**src/rtl/pipeline_stall_controller_pkg.sv**
```systemverilog
// pipeline_stall_controller_pkg: shared FSM state type and default sizing for the stall controller.
package pipeline_stall_controller_pkg;
  typedef enum logic [1:0] {BOOT, RUN, MEM_WAIT} state_t;
  localparam int BOOT_CYCLES_DEF = 4;
  localparam int MEM_TIMEOUT_DEF = 64;
  localparam int CNT_W_DEF = 16;
endpackage

```
**src/rtl/pipeline_stall_controller_sat_counter.sv**
```systemverilog
// sat_counter: saturating up-counter with synchronous clear taking priority over increment.
module sat_counter #(
  parameter int W = 16
) (
  input  logic         clk,
  input  logic         rst,
  input  logic         inc,
  input  logic         clr,
  output logic [W-1:0] count
);
  logic [W-1:0] count_d, count_q;
  always_comb count_d = clr ? '0 : (inc && count_q != '1) ? count_q + W'(1) : count_q;
  always_ff @(posedge clk)
    if (rst) count_q <= '0;
    else count_q <= count_d;
  assign count = count_q;
endmodule

```
**src/rtl/pipeline_stall_controller.sv**
```systemverilog
// pipeline_stall_controller: merges hazard, branch and memory-wait into freeze/flush controls,
// with a post-reset boot hold, saturating perf counters and a sticky memory-timeout flag.
module pipeline_stall_controller
  import pipeline_stall_controller_pkg::*;
#(
  parameter int BOOT_CYCLES = BOOT_CYCLES_DEF,
  parameter int MEM_TIMEOUT = MEM_TIMEOUT_DEF,
  parameter int CNT_W = CNT_W_DEF
) (
  input  logic             clk,
  input  logic             rst,
  input  logic             hazard_detected,
  input  logic             branch_taken,
  input  logic             mem_req,
  input  logic             mem_ready,
  input  logic             cnt_clr,
  output logic             freeze_all,
  output logic             freeze_if_id,
  output logic             flush_if_id,
  output logic             flush_id_exe,
  output logic             hdu_disable,
  output logic             mem_timeout,
  output logic [CNT_W-1:0] stall_hz_cnt,
  output logic [CNT_W-1:0] stall_mem_cnt,
  output logic [CNT_W-1:0] flush_cnt
);
  state_t state_d, state_q;
  logic [7:0] boot_cnt_d, boot_cnt_q;
  logic [15:0] wait_cnt_d, wait_cnt_q;
  logic mem_timeout_d, mem_timeout_q;
  logic boot, mem_stall, br, hz;
  always_comb begin
    boot = state_q == BOOT;
    mem_stall = ((state_q == RUN) & mem_req & ~mem_ready) | ((state_q == MEM_WAIT) & ~mem_ready);
    // priority: memory stall > branch flush > hazard stall
    br = branch_taken & ~mem_stall & ~boot;
    hz = hazard_detected & ~mem_stall & ~branch_taken & ~boot;
    freeze_all = boot | mem_stall;
    freeze_if_id = boot | mem_stall | hz;
    flush_if_id = boot | br;
    flush_id_exe = boot | br | hz;
    hdu_disable = boot;
    state_d = boot ? ((boot_cnt_q == 8'(BOOT_CYCLES - 1)) ? RUN : BOOT) : mem_stall ? MEM_WAIT : RUN;
    boot_cnt_d = boot ? boot_cnt_q + 8'd1 : boot_cnt_q;
    wait_cnt_d = !mem_stall ? 16'd0 : (wait_cnt_q == 16'hffff) ? wait_cnt_q : wait_cnt_q + 16'd1;
    mem_timeout_d = mem_timeout_q | (mem_stall & (wait_cnt_q == 16'(MEM_TIMEOUT - 1)));
  end
  always_ff @(posedge clk)
    if (rst) begin
      state_q <= BOOT;
      boot_cnt_q <= '0;
      wait_cnt_q <= '0;
      mem_timeout_q <= 1'b0;
    end else begin
      state_q <= state_d;
      boot_cnt_q <= boot_cnt_d;
      wait_cnt_q <= wait_cnt_d;
      mem_timeout_q <= mem_timeout_d;
    end
  assign mem_timeout = mem_timeout_q;
  sat_counter #(.W(CNT_W)) u_hz_cnt (.clk(clk), .rst(rst), .inc(hz), .clr(cnt_clr), .count(stall_hz_cnt));
  sat_counter #(.W(CNT_W)) u_mem_cnt (.clk(clk), .rst(rst), .inc(mem_stall), .clr(cnt_clr), .count(stall_mem_cnt));
  sat_counter #(.W(CNT_W)) u_fl_cnt (.clk(clk), .rst(rst), .inc(br), .clr(cnt_clr), .count(flush_cnt));
endmodule
```
**config.mk**
```make
export PLATFORM = sky130hd
export DESIGN_NAME = pipeline_stall_controller
export DESIGN_NICKNAME = d
export VERILOG_FILES = /design/src/rtl/pipeline_stall_controller_pkg.sv /design/src/rtl/pipeline_stall_controller_sat_counter.sv /design/src/rtl/pipeline_stall_controller.sv
export SDC_FILE = /design/constraint.sdc
export NUM_CORES = 1
export LEC_CHECK = 0
export CAP_MARGIN = 20
export CORE_MARGIN = 2
export CORE_UTILIZATION = 58
export CTS_CLUSTER_DIAMETER = 60
export DETAILED_ROUTE_END_ITERATION = 10
export MAX_ROUTING_LAYER = met4
export PLACE_DENSITY = 0.83
export REMOVE_ABC_BUFFERS = 1
export SYNTH_ARGS = -nofsm -noshare
export SYNTH_HDL_FRONTEND = slang
export SYNTH_SLANG_ARGS = --single-unit
```
**constraint.sdc**
```tcl
create_clock -name clk -period 6.2 [get_ports clk]
set_clock_uncertainty 0.1 [all_clocks]
set_input_delay 1.86 -clock clk [delete_from_list [all_inputs] [get_ports clk]]
set_output_delay 1.86 -clock clk [all_outputs]
set_load 0.01 [all_outputs]
```
# Yosys cells after proc, flatten, opt, wreduce, memory -nomap -nowiden
# Index checks and enable logic that the tools add are counted.
dict set report word_totals {
  output_inout_bits 54
  inputBits 7
  word_cells 48
  ff_bits 75
}
dict set report classes {
  bitwise_logic 19
  eq_ne 8
  reduce_logical 6
  mux 3
  n_addsub 5
}
# cell n
set ops {}
lappend ops {{16-bit by 1-bit adder with 16-bit output (second input constant)} 4}
lappend ops {{16-bit inequality test (second input constant)} 3}
lappend ops {{16-bit == test (second input constant)} 1}
lappend ops {{16-bit by 6-bit == test with 1-bit output (second input constant)} 1}
lappend ops {{1-bit bitwise AND} 9}
lappend ops {{8-bit by 1-bit adder with 8-bit output (second input constant)} 1}
lappend ops {{8-bit by 2-bit == test with 1-bit output (second input constant)} 1}
lappend ops {{1-bit OR} 6}
lappend ops {{2-bit two-way mux} 2}
lappend ops {{1-bit inverter} 4}
lappend ops {{2-bit OR reduction} 2}
lappend ops {{1-bit logical AND} 3}
lappend ops {{2-bit by 1-bit == test with 1-bit output (second input constant)} 1}
lappend ops {{2-bit == test (second input constant)} 1}
lappend ops {{2-bit logical NOT} 1}
lappend ops {{1-bit two-way mux} 1}

# Logic depth before layout (Yosys ltp)
dict set report depth {
  ltp_word 9
  ltp_mapped 7
  depth_no_buf 5
}

# By module
# From an unflattened synthesis, not the netlist that was laid out.
dict set report hier_totals {
  cells_unflattened 461
  hier_area_um2 4075.2
}
# module seq_area_each_um2 area_each_um2 instances cells_per_inst
set modules_own_cells {}
lappend modules_own_cells {sat_counter 320.3 917.1 3 102}
lappend modules_own_cells {pipeline_stall_controller 540.5 1323.8 1 155}

# Worst setup path before layout
# Ideal clock, no wire load.
dict set report synth_path {
  kind {in2out}
  start {input mem_ready}
  end {output flush_id_exe}
  n_path_buf 2
  path_stages 5
  arrival_ps 2821
  path_slack_ps 1419
  required_ps 4240
  cell_sequence {buf_4 -> nor3b_1 -> or3_1 -> clkbuf_1 -> nand2b_1}
}
dict set report synth_between {
  elab_chain_cells 8
  word_cells_on_any_way 12
  cone_classes {bitwise: 12}
}
# item line_no
set synth_lines {}
lappend synth_lines {{from (decl)} pipeline_stall_controller.sv:15} ;# input logic mem_ready,
lappend synth_lines {{1-bit inverter *} pipeline_stall_controller.sv:34} ;# mem_stall = ((state_q == RUN) & mem_req & ~mem_ready) | ((state_q == MEM_WAIT) & ~mem_ready);
lappend synth_lines {{1-bit bitwise AND} pipeline_stall_controller.sv:34}
lappend synth_lines {{1-bit OR *} pipeline_stall_controller.sv:34}
lappend synth_lines {{1-bit inverter (no source line) *} n/a}
lappend synth_lines {{1-bit bitwise AND, on equally long branches (2 in a row)} {pipeline_stall_controller.sv:36, pipeline_stall_controller.sv:37}}
lappend synth_lines {{1-bit OR or 1-bit bitwise AND (tied branches)} {pipeline_stall_controller.sv:41, pipeline_stall_controller.sv:37}}
lappend synth_lines {{1-bit OR *} pipeline_stall_controller.sv:41} ;# flush_id_exe = boot | br | hz;
lappend synth_lines {{to (decl)} pipeline_stall_controller.sv:20} ;# output logic flush_id_exe,
# Every way passes the cells marked *; elsewhere a longest branch is shown, timed or not.

# Final worst setup path
dict set report layout_path {
  start {input mem_ready}
  end {output freeze_all}
}
dict set report layout_between {
  elab_chain_cells 4
  word_cells_on_any_way 5
  cone_classes {bitwise: 5}
}
# item line_no
set layout_lines {}
lappend layout_lines {{1-bit inverter *} pipeline_stall_controller.sv:34}
lappend layout_lines {{1-bit bitwise AND} pipeline_stall_controller.sv:34}
lappend layout_lines {{1-bit OR *} pipeline_stall_controller.sv:34}
lappend layout_lines {{1-bit OR *} pipeline_stall_controller.sv:38} ;# freeze_all = boot | mem_stall;
lappend layout_lines {{to (decl)} pipeline_stall_controller.sv:17} ;# output logic freeze_all,
# Marks and branches as above.

==> impl_metrics.py <==
metrics = {
    "floorplanning": {
        "die-area_um2": 7460,
        "chipHeight_um": 86.4,
        "rows": 30,
        "initial_core_util": 0.589,
        "ios": 61,
        "coreArea_um2": 6680,
        "die_width_um": 86.4,
    },
    "placed_design": {
        "dp.cells": 584,
        "gp_congestion": 0.866,
        "hpwlAfterDp_mm": 6.58,
        "port_buffers": 60,
        "pre_cts_slack_ps": 560,
    },
    "timing": {
        "fmax_ghz": 0.177,
        "worstMarginPinSlew_ps": 1060,
        "tns_ps": 0,
        "worst_slack_ps": 544,
        "finalCriticalPeriod_ps": 5660,
        "finalSetupViolCount": 0,
        "drv_slew": 0,
        "rsz0062_at_grt": "false",
        "relSlewSlack": 0.293,
        "fin_crit_sh": 0.912,
        "hold_viol": 0,
    },
    "cells_and_area": {
        "drive_gt1_frac": 0.0481,
        "diodes": 0,
        "fin_util": 0.712,
        "fillers": 546,
        "instances_no_fill": 600,
        "synthToLayoutAreaGrowth_pct": 20.9,
        "fin_nets": 527,
    },
    "global_routing": {
        "antenna_found_initial": 0,
        "grt-ovfl-total": 0,
        "grt_pass1_wl_mm": 16.1,
        "grt_pass1_vias": 3542,
        "grt_max_degree": 42,
        "grtUsageTotal": 0.270,
    },
    "clock_tree": {
        "clock-sinks": 75,
        "htreeDepth": 3,
        "root_buffer": "clkbuf_8",
        "cts.path.max_buffers": 2,
        "worstSkewPairLatency_ps": 350,
        "numCtsBuffers": 9,
        "postCtsResizedCells": 0,
        "cts_hold_buf": 0,
        "cts_tree": "done",
        "clkTransAtPathRegs_ps": 80,
        "post-cts-setup-buffers": 0,
    },
    "logic_synthesis": {
        "ys_types": 53,
        "synth-warning-count": 0,
        "ys_top_cells_by_count": "dfxtp_1 (75), a21oi_1 (40), nand2_1 (33)",
        "ys_ff_latch": 75,
        "synth.avg_cell_area_um2": 8.44,
        "synthTopCellsByArea": "dfxtp_1 (38%), a21oi_1 (5.1%), or4_1 (4.8%)",
        "seq_area_frac_synth": 0.382,
        "ys.flop_type": "dfxtp_1",
        "async_reset_ff_frac": 0,
        "yosysTopAreaCellShare": 0.382,
        "synth.most_common_cell": "dfxtp_1",
        "synthesis.area_um2": 3930,
        "synthCells": 466,
        "synth_top_cell_by_area": "dfxtp_1",
        "synth_edf_count": 0,
    },
    "setup_path": {
        "cp.arrival_ps": 3700,
        "worstSetupPathType": "in2out",
        "critPathRequiredTime_ps": 4240,
        "cp_slowest_cell": "clkdlybuf4s50_1",
        "critPathCaptureType": "output port",
        "path_common_cell": "clkdlybuf4s50_1",
        "cp_num_buf_inv": 2,
        "cpPeakStageDelay_ps": 560,
        "crit_fanout": 9,
        "path_delay_family": "buffers and inverters",
        "path_cells": "clkdlybuf4s50_1 -> or3b_2 -> nand2_1 -> clkdlybuf4s50_1",
        "startpoint_type": "primary input",
    },
    "detailed_routing": {
        "wl_per_cell_um": 16.3,
        "routed_via_density": 6.58,
        "dr.pass1.iters": 5,
        "drc": 0,
        "drt_wl_total_mm": 9.78,
        "ant_nets": 0,
        "drtIter0Drc": 178,
        "vias": 3950,
    },
    "power": {
        "power_mw": 0.973,
        "peakVddDrop_mv": 0.143,
        "cellPowerDensity_nw_per_um2": 205,
        "power.leakage_nw": 1.48,
    },
    "worst_hold_path": {
        "hold_path_class": "reg2reg",
    },
    "outcome": {
        "status": "finished clean",
    },
    "flow_run": {
        "maxCapViolations": 0,
    },
}
-- logic make-up after synthesis --
family	synth area share
adders and majority gates	0.0159
and+or+nand+nor	0.313
AOI/OAI and AO/OA	0.212
DFF	0.382
muxes	0.0153
buffers and inverters	0.0359
xor gates and xnor gates	0.0267
-- final timing paths --
path | depth (start not counted) | slack [ps] | end | from
worst max-delay path | 4 | 540 | freeze_all | mem_ready
worst max register to register | 4 | 3760 | u_fl_cnt.count[3]$_SDFFE_PP0P_ | state_q[1]$_SDFF_PP0_
worst min register to register | 2 | 350 | mem_timeout$_SDFF_PP0_ | mem_timeout$_SDFF_PP0_
worst min-delay path | 2 | 350 | mem_timeout$_SDFF_PP0_ | mem_timeout$_SDFF_PP0_
-- per-layer routing --
metal	track usage	vias up	share of wire
met5	-	-	0
met4	0.107	0	0.021
met3	0.0371	23	0.046
met2	0.456	109	0.49
met1	0.327	1878	0.44
li1	-	1940	-
-- worst reg2reg max path: cells and delay by family (launching register included) --
kind | cells | cell delay, ps
AOI/OAI and AO/OA | 2 | 390
and+or+nand+nor | 2 | 1350
DFF | 1 | 540
-- stage by stage --
stage	instance area, µm²	hold WS (ps)
floorplan	3810	359
CTS	4760	350
finish	4760	347
detailed placement	4530	338
global placement	4530	333
global route	4760	368
-- power by group --
| part | internal [mW] | leakage (nW) | switching [mW] | total [mW] |
|---|---|---|---|---|
| Clock | 0.239 | 0.117 | 0.189 | 0.428 |
| Combinational | 0.0209 | 0.759 | 0.0305 | 0.0515 |
| Sequential | 0.487 | 0.604 | 0.00690 | 0.493 |
-- placed cells by master, fill, tap and decap left out, types with 9 or more instances in the layout --
cell	n
a21oi_1	40
and4_1	12
clkbuf_8	10
clkdlybuf4s50_1	60
dfxtp_1	75
nand2_1	33
nand3_1	26
nand4_1	27
nor2_1	23
nor4_1	11
o21ai_0	20
o31ai_1	18
or3_1	22
or4_1	25
xor2_1	9
-- area by class of cell --
type / instances / area (µm²) / share of cell area
clock buffers: 10 / 138 / 0.0289
multi-input cells: 361 / 2290 / 0.482
clock inverters: 6 / 87.6 / 0.0184
inverters: 6 / 22.5 / 0.00474
repair buffers: 62 / 616 / 0.129
flip-flops and latches: 75 / 1500 / 0.316
well taps: 80 / 100 / 0.0210
-- sequential cells by signal, summed over array words and instances, names as in the netlist --
signal / cells
wait_cnt_q: 16
boot_cnt_q: 8
mem_timeout: 1
u_mem_cnt.count: 16
u_fl_cnt.count: 16
u_hz_cnt.count: 16
state_q: 2
No activity file was read; power rests on OpenSTA's default activity.
